--- src/rtl/mem_port_arbiter_pkg.sv ---
// rtl/mem_port_arbiter_pkg.sv - shared state and owner encodings for the memory port arbiter
package mem_port_arbiter_pkg;

  typedef enum logic {
    ST_IDLE   = 1'b0,
    ST_ACCESS = 1'b1
  } state_e;

  typedef enum logic {
    OWN_I = 1'b0,
    OWN_D = 1'b1
  } owner_e;

endpackage

--- src/rtl/mem_port_arbiter_starve_counter.sv ---
// rtl/mem_port_arbiter_starve_counter.sv - saturating count of D wins while fetch waits
module starve_counter #(
  parameter int LIMIT = 4
) (
  input  logic clock,
  input  logic reset,
  input  logic inc,
  input  logic clear,
  output logic at_limit
);

  localparam int W = $clog2(LIMIT + 1);
  localparam logic [W-1:0] LIMIT_W = W'(LIMIT);

  logic [W-1:0] cnt_q, cnt_d;

  always_comb begin
    cnt_d = cnt_q;
    if (clear) begin
      cnt_d = '0;
    end else if (inc && (cnt_q != LIMIT_W)) begin
      cnt_d = cnt_q + 1'b1;
    end
  end

  always_ff @(posedge clock or posedge reset) begin
    if (reset) begin
      cnt_q <= '0;
    end else begin
      cnt_q <= cnt_d;
    end
  end

  assign at_limit = (cnt_q == LIMIT_W);

endmodule

--- src/rtl/mem_port_arbiter.sv ---
// rtl/mem_port_arbiter.sv - shares one single-port word memory between fetch (I) and MEM (D)
module mem_port_arbiter
  import mem_port_arbiter_pkg::*;
#(
  parameter int STARVE_LIMIT = 4,
  parameter int ADDR_W       = 10
) (
  input  logic        clock,
  input  logic        reset,
  input  logic        i_req,
  input  logic [31:0] i_addr,
  output logic        i_gnt,
  output logic [31:0] i_rdata,
  output logic        i_rvalid,
  input  logic        d_req,
  input  logic        d_we,
  input  logic [31:0] d_addr,
  input  logic [31:0] d_wdata,
  output logic        d_gnt,
  output logic [31:0] d_rdata,
  output logic        d_rvalid,
  output logic        mem_ren,
  output logic        mem_wen,
  output logic [31:0] mem_addr,
  output logic [31:0] mem_din,
  input  logic [31:0] mem_dout,
  output logic        err_addr
);

  state_e      state_q, state_d;
  owner_e      own_q, own_d;
  logic        we_q, we_d;
  logic [31:0] addr_q, addr_d;
  logic [31:0] wdata_q, wdata_d;
  logic [31:0] i_rdata_q, i_rdata_d;
  logic        i_rvalid_q, i_rvalid_d;
  logic [31:0] d_rdata_q, d_rdata_d;
  logic        d_rvalid_q, d_rvalid_d;
  logic        err_q, err_d;

  logic        starve_at_limit;
  logic        any_gnt;
  logic [31:0] gnt_addr;
  logic        read_cycle;

  starve_counter #(
    .LIMIT (STARVE_LIMIT)
  ) u_starve (
    .clock    (clock),
    .reset    (reset),
    .inc      (d_gnt && i_req),
    .clear    (i_gnt || !i_req),
    .at_limit (starve_at_limit)
  );

  // D wins unless fetch has been waiting through STARVE_LIMIT straight D grants.
  always_comb begin
    d_gnt    = d_req && !(i_req && starve_at_limit);
    i_gnt    = i_req && !d_gnt;
    any_gnt  = d_gnt || i_gnt;
    gnt_addr = d_gnt ? d_addr : i_addr;
  end

  always_comb begin
    state_d = any_gnt ? ST_ACCESS : ST_IDLE;
    own_d   = own_q;
    we_d    = we_q;
    addr_d  = addr_q;
    wdata_d = wdata_q;
    if (d_gnt) begin
      own_d   = OWN_D;
      we_d    = d_we;
      addr_d  = d_addr;
      wdata_d = d_wdata;
    end else if (i_gnt) begin
      own_d   = OWN_I;
      we_d    = 1'b0;
      addr_d  = i_addr;
    end

    // Memory output is only meaningful during a read ACCESS cycle; sample it at its end.
    read_cycle = (state_q == ST_ACCESS) && !we_q;
    i_rvalid_d = read_cycle && (own_q == OWN_I);
    d_rvalid_d = read_cycle && (own_q == OWN_D);
    i_rdata_d  = i_rvalid_d ? mem_dout : i_rdata_q;
    d_rdata_d  = d_rvalid_d ? mem_dout : d_rdata_q;

    err_d = err_q || (any_gnt && ((gnt_addr >> ADDR_W) != 32'd0));
  end

  always_ff @(posedge clock or posedge reset) begin
    if (reset) begin
      state_q    <= ST_IDLE;
      own_q      <= OWN_I;
      we_q       <= 1'b0;
      addr_q     <= '0;
      wdata_q    <= '0;
      i_rdata_q  <= '0;
      i_rvalid_q <= 1'b0;
      d_rdata_q  <= '0;
      d_rvalid_q <= 1'b0;
      err_q      <= 1'b0;
    end else begin
      state_q    <= state_d;
      own_q      <= own_d;
      we_q       <= we_d;
      addr_q     <= addr_d;
      wdata_q    <= wdata_d;
      i_rdata_q  <= i_rdata_d;
      i_rvalid_q <= i_rvalid_d;
      d_rdata_q  <= d_rdata_d;
      d_rvalid_q <= d_rvalid_d;
      err_q      <= err_d;
    end
  end

  // Enables decode straight from state so an async reset kills a pending write at once.
  assign mem_ren  = (state_q == ST_ACCESS) && !we_q;
  assign mem_wen  = (state_q == ST_ACCESS) && we_q;
  assign mem_addr = addr_q;
  assign mem_din  = wdata_q;
  assign i_rdata  = i_rdata_q;
  assign i_rvalid = i_rvalid_q;
  assign d_rdata  = d_rdata_q;
  assign d_rvalid = d_rvalid_q;
  assign err_addr = err_q;

endmodule

--- config.mk ---
export PLATFORM = sky130hd
export DESIGN_NAME = mem_port_arbiter
export DESIGN_NICKNAME = d
export VERILOG_FILES = /design/src/rtl/mem_port_arbiter_pkg.sv /design/src/rtl/mem_port_arbiter_starve_counter.sv /design/src/rtl/mem_port_arbiter.sv
export SDC_FILE = /design/constraint.sdc
export NUM_CORES = 1
export LEC_CHECK = 0
export CORE_ASPECT_RATIO = 1.5
export CORE_MARGIN = 2
export CORE_UTILIZATION = 45
export DETAILED_ROUTE_END_ITERATION = 10
export DONT_BUFFER_PORTS = 1
export PLACE_DENSITY = 0.7
export SLEW_MARGIN = 20
export SYNTH_ARGS = -nofsm -noshare
export SYNTH_HDL_FRONTEND = slang
export SYNTH_SLANG_ARGS = --single-unit
--- constraint.sdc ---
create_clock -name clock -period 5.72 [get_ports clock]
set_input_delay 1.144 -clock clock [delete_from_list [all_inputs] [get_ports clock]]
set_output_delay 1.144 -clock clock [all_outputs]
set_load 0.1 [all_outputs]
==> metrics, run 1 <==
Yosys reg bits=137; share of cells above drive strength 1=21.5%; DIE AREA=13500 µm²; internal power=2.01 mW; sw frac=45.9%; simple-gate portion of the synthesized area=14.0%; last element of the critical path=d_gnt; DP Wirelength=9320 µm; Adder-Cell Fraction of Synth Area=0.443%; CP Launch Type=input pin; setup slack after layout=2260 ps; Synth Area in Compound Gates=3.68%; fin crit share=60.5%; Clk pin slew, worst setup/hold paths=60 ps; worst r2r path cells=9; post-synthesis xor/xnor area fraction=0.155%; Pwr Density=585 nW/µm²; Async SR Flop Fraction=100%; DR vias/cell=5.51; run status=completed; drt first-iter violations=141; CP required=4580 ps; top-count cell post-synth=nand2_1; Post-Syn Area=5650 µm²; combinational group share of total power=7.2%; reg-to-reg critical path startpoint=u_starve.cnt_q[0]$_DFFE_PP0P_; antenna violations before repair=0; Ports=268; TritonCTS clock tree=done; post-cts resize count=0; Avg Synthesized Cell Area=11.7 µm²; dominant synthesized flop cell=dfrtp_1; Slew headroom=32.0%; area leader, netlist=dfrtp_1; final WL=12900 µm; Clock Sinks=137; pin count of the biggest net entering global routing=92; Crit. End Element=primary output; fillcell total=1099; Distinct cells, synth=31; Final Setup Violations=0; Ys Warns=0; Synth top area share=60.7%; std cell rows=50; Peak VDD IR=0.180 mV; number of synthesized flops with an enable pin=0; Seq/Total Area, Yosys=60.7%; # DRC=0; Final Hold Fails=0; worst hold slack=463 ps; worst skew pair latency=400 ps; register area=3430 µm²; Die X=95.5 µm; ANT nets after route=0; antenna cells=0; vias in the first global route=3738; largest family of logic cells by synthesized area=multiplexers; Worst R2R Setup Slack=2900 ps; CTS Root Cell=clkbuf_16; worst min-delay path class=reg -> reg; area grow syn2layout=12.0%; Worst Setup SP=i_req; sequential power share=60.8%; Max H-tree Level=4; multi-input combinational cell area=2000 µm²; largest cells by area after synthesis=dfrtp_1 61%, nand2_1 9.9%, mux2_4 7.7%; Place WS=2260 ps; RR Endpoint=err_addr$_DFF_PP0_; cts hold-fix bufs=0; leakage=2.97 nW; crit path kind=in -> out; postcts setup bufs=0; Initial Util=45.6%; Hold Path Stages=1; clock skew=10.5 ps; WL per Instance=20.0 µm; core area=12400 µm²; Mapped Cells=482; global route overflow=0; Final Max Slew Viols=0; clock tree buffer depth=2; worst slew pin tran=1030 ps; final setup TNS=0 ps; final net count=612; number of max-cap violations=0; GRT Overall Usage=18.5%; via count of the routed design=3552; commonest cells in the netlist=149 x nand2_1, 137 x dfrtp_1, 35 x mux2_2; CP Max Fanout=52; first-pass GRT wire length=19100 µm; Peak Freq=289 MHz; CTS Buf Count=17; RSZ-0062 raised after global routing=no; Die Ht=141 µm; part of the power in the clock network=32.0%; Final GP Congestion=0.804; Pre-antenna DRT Iters=6; post-layout min period=3460 ps; post-synthesis mux area share=17.2%; net switching power=1.70 mW; # port buffers=0; syn_nets=617; CP arrival=2320 ps
worst min path at each step:
stage / from / endpoint / slack (ps)
after global placement: u_starve.cnt_q[0]$_DFFE_PP0P_ / u_starve.cnt_q[0]$_DFFE_PP0P_ / 440
after floorplan: u_starve.cnt_q[0]$_DFFE_PP0P_ / u_starve.cnt_q[0]$_DFFE_PP0P_ / 430
after global routing: u_starve.cnt_q[0]$_DFFE_PP0P_ / u_starve.cnt_q[0]$_DFFE_PP0P_ / 500
after detailed placement: u_starve.cnt_q[0]$_DFFE_PP0P_ / u_starve.cnt_q[0]$_DFFE_PP0P_ / 460
after CTS: u_starve.cnt_q[0]$_DFFE_PP0P_ / u_starve.cnt_q[0]$_DFFE_PP0P_ / 470
final: u_starve.cnt_q[0]$_DFFE_PP0P_ / u_starve.cnt_q[0]$_DFFE_PP0P_ / 460
cells by family after synthesis:
group	after synthesis
AND/OR/NAND/NOR	194
buffers and inverters	34
adder cells (fa/ha/maj)	2
multiplexers	78
flip-flops	137
XOR/XNOR	1
AO/OA/AOI/OAI	36
metrics by stage:
step	cells	util, %	total power, mW	area [µm²]
after floorplan	482	-	2.48	5650
after global placement	614	45.9	2.52	5680
after detailed placement	614	45.9	2.54	5680
after CTS	645	51.1	3.74	6330
after global routing	645	51.1	3.83	6330
final	645	51.1	3.70	6330
critical path, cell delays in order:
cell and delay [ps]:
nand3_1 100, nand2_2 100, buf_4 450, clkinv_2 500
registers in the layout, indices dropped and copies added (netlist names):
register,cells
d_rdata,32
we_q,1
state_q,1
own_q,1
mem_din,32
i_rvalid,1
err_addr,1
i_rdata,32
mem_addr,32
d_rvalid,1
u_starve.cnt_q,3
placed cells by master (no fill, tap or decap), types with 5 or more instances in the layout:
cell	instances
mux2_2	35
nor4_1	10
clkbuf_16	17
inv_1	5
o21ai_0	12
mux2i_1	14
nor2_1	22
nand2_1	149
bufinv_16	5
dfrtp_1	137
a31oi_1	18
mux2_4	29
layer usage:
| metal | routed length [µm] | track usage, % | vias to the layer above | share of wire (%) |
|---|---|---|---|---|
| met1 | 4440 | 19.5 | 1708 | 34 |
| met4 | 233 | 7.67 | 0 | 1.8 |
| met2 | 6840 | 32.9 | 238 | 53 |
| li1 | - | - | 1589 | - |
| met3 | 1410 | 6.52 | 17 | 11 |
| met5 | 0 | 0 | - | 0 |
power by group through the flow:
| stage | clock, mW | sequential [mW] | combinational [mW] |
|---|---|---|---|
| final | 1.19 | 2.25 | 0.267 |
| after CTS | 1.21 | 2.25 | 0.273 |
| after global placement | 0 | 2.26 | 0.256 |
| after detailed placement | 0 | 2.27 | 0.270 |
| after global routing | 1.27 | 2.27 | 0.294 |
| after floorplan | 0 | 2.23 | 0.246 |
final cells by class:
class,instances,share of cell area (%)
Sequential cell,137,54.2
Multi-Input combinational cell,311,31.7
Clock buffer,17,6.72
Clock inverter,14,3.48
Tap cell,156,3.08
Inverter,7,0.514
Timing Repair Buffer,3,0.356
No activity file was read; power rests on OpenSTA's default activity.
==> run 2: changes to the inputs <==
- clock period: 5.72 -> 3.3 ns (I/O delays scaled with it)
==> metrics, run 2 (same netlist as run 1, synthesis figures left out) <==
run status=completed; core area=12400 µm²; final net count=615; global route overflow=0; area grow syn2layout=12.4%; CTS Buf Count=17; Peak VDD IR=0.392 mV; postcts setup bufs=0; Worst path slowest cell=dfrtp_1; cell family with most CP delay=simple AND/OR/NAND/NOR gates; ANT nets after route=0; Die X=95.5 µm; Max H-tree Level=4; drt first-iter violations=155; GRT Overall Usage=18.9%; clock tree buffer depth=2; Peak Freq=398 MHz; Clk pin slew, worst setup/hold paths=60 ps; critical path, cell by cell=inv_1 > ha_1 > nand3_1 > nand2_2 > and2_1 > buf_4; Final Cell Area=6350 µm²; share of cells above drive strength 1=22.1%; post-layout min period=2510 ps; TritonCTS clock tree=done; first-pass GRT wire length=19500 µm; CP Launch Type=flip-flop; # DRC=0; leakage=2.98 nW; CP Max Fanout=15; Final GP Congestion=0.831; antenna cells=0; commonest cells after routing, fill and taps aside=149 x nand2_1, 137 x dfrtp_1, 35 x mux2_2, 29 x mux2_4, 22 x nor2_1; Pre-antenna DRT Iters=5; Initial Util=45.6%; CP required=2640 ps; Crit path largest cell delay=410 ps; pin count of the biggest net entering global routing=138; Pwr Density=999 nW/µm²; Ports=268; Placed Area=5730 µm²; via count of the routed design=3584; Final Hold Fails=0; worst min-delay path class=in -> async; final WL=13000 µm; # port buffers=0; DP Wirelength=9420 µm; Final Setup Violations=0; RSZ-0062 raised after global routing=no; CTS Root Cell=clkbuf_16; crit path kind=reg -> out; Clock Sinks=137; Final Max Slew Viols=0; Worst R2R Setup Slack=1060 ps; Buf/Inv on CP=2; std cell rows=50; DIE AREA=13500 µm²; Crit. End Element=primary output; worst slew pin tran=1050 ps; post-cts resize count=0; CP arrival=1850 ps; fin crit share=76.0%; number of max-cap violations=0; Slew headroom=30.8%; cts hold-fix bufs=0; final setup TNS=0 ps; Die Ht=141 µm; antenna violations before repair=0; worst skew pair latency=400 ps; clock skew=8.24 ps; commonest non-fill, non-tap cell in the layout=nand2_1; WL per Instance=20.0 µm; DR vias/cell=5.52; vias in the first global route=3925
==> run 2: changes by cell type in the layout (fill, tap and decap cells not counted) <==
| cell | before | now |
|---|---|---|
| buf_12 | 0 | 2 |
| bufinv_16 | 5 | 3 |
| clkinvlp_4 | 1 | 3 |
| inv_8 | 0 | 2 |
| buf_4 | 3 | 4 |
| clkbuf_8 | 0 | 1 |
| clkinv_2 | 3 | 2 |
| clkinv_4 | 3 | 2 |
==> run 2: power breakdown <==
group          internal (mW)  leakage, nW  switching (mW)
Combinational          0.254         1.05           0.215
Clock                   1.23        0.302           0.749
Sequential              1.88         1.63            2.02
Total                   3.37         2.98            2.98
==> run 2: cell type report <==
class,instances,area (µm²)
inverters,7,31.3
clock inverters,14,185
repair buffers,6,70.1
flip-flops and latches,137,3430
fillers,1078,6030
multi-input cells,311,2000
well taps,156,195
clock buffers,18,439
==> run 2: layer usage <==
layer | GRT usage [%] | up-vias | routed length, µm | share of wire (%)
li1 | - | 1604 | - | -
met1 | 20.0 | 1719 | 4520 | 35
met2 | 33.5 | 236 | 6840 | 53
met3 | 6.15 | 25 | 1410 | 11
met4 | 8.65 | 0 | 234 | 1.8
met5 | 0 | - | 0 | 0
==> run 2: worst paths after layout <==
check / startpoint / end / cells after the start
max: u_starve.cnt_q[0]$_DFFE_PP0P_ / i_gnt / 6
min: reset / d_rdata[11]$_DFFE_PP0P_ / 2
max reg2reg: u_starve.cnt_q[0]$_DFFE_PP0P_ / err_addr$_DFF_PP0_ / 8
min reg2reg: u_starve.cnt_q[0]$_DFFE_PP0P_ / u_starve.cnt_q[0]$_DFFE_PP0P_ / 1
max in group asynchronous: reset / mem_addr[23]$_DFFE_PP0P_ / 2
min in group clock: d_req / we_q$_DFFE_PP0P_ / 1
==> run 2: stage by stage <==
| step | util (%) | cells | setup WS (ps) | hold WS, ps | power [mW] |
|---|---|---|---|---|---|
| final | 51.3 | 649 | 791 | 321 | 6.35 |
| after global routing | 51.3 | 649 | 668 | 324 | 6.57 |
| after CTS | 51.3 | 649 | 748 | 332 | 6.41 |
| after detailed placement | 46.3 | 617 | 1000 | 480 | 4.41 |
| after global placement | 46.3 | 617 | 1050 | 441 | 4.37 |
| after floorplan | - | 482 | 802 | 429 | 4.29 |
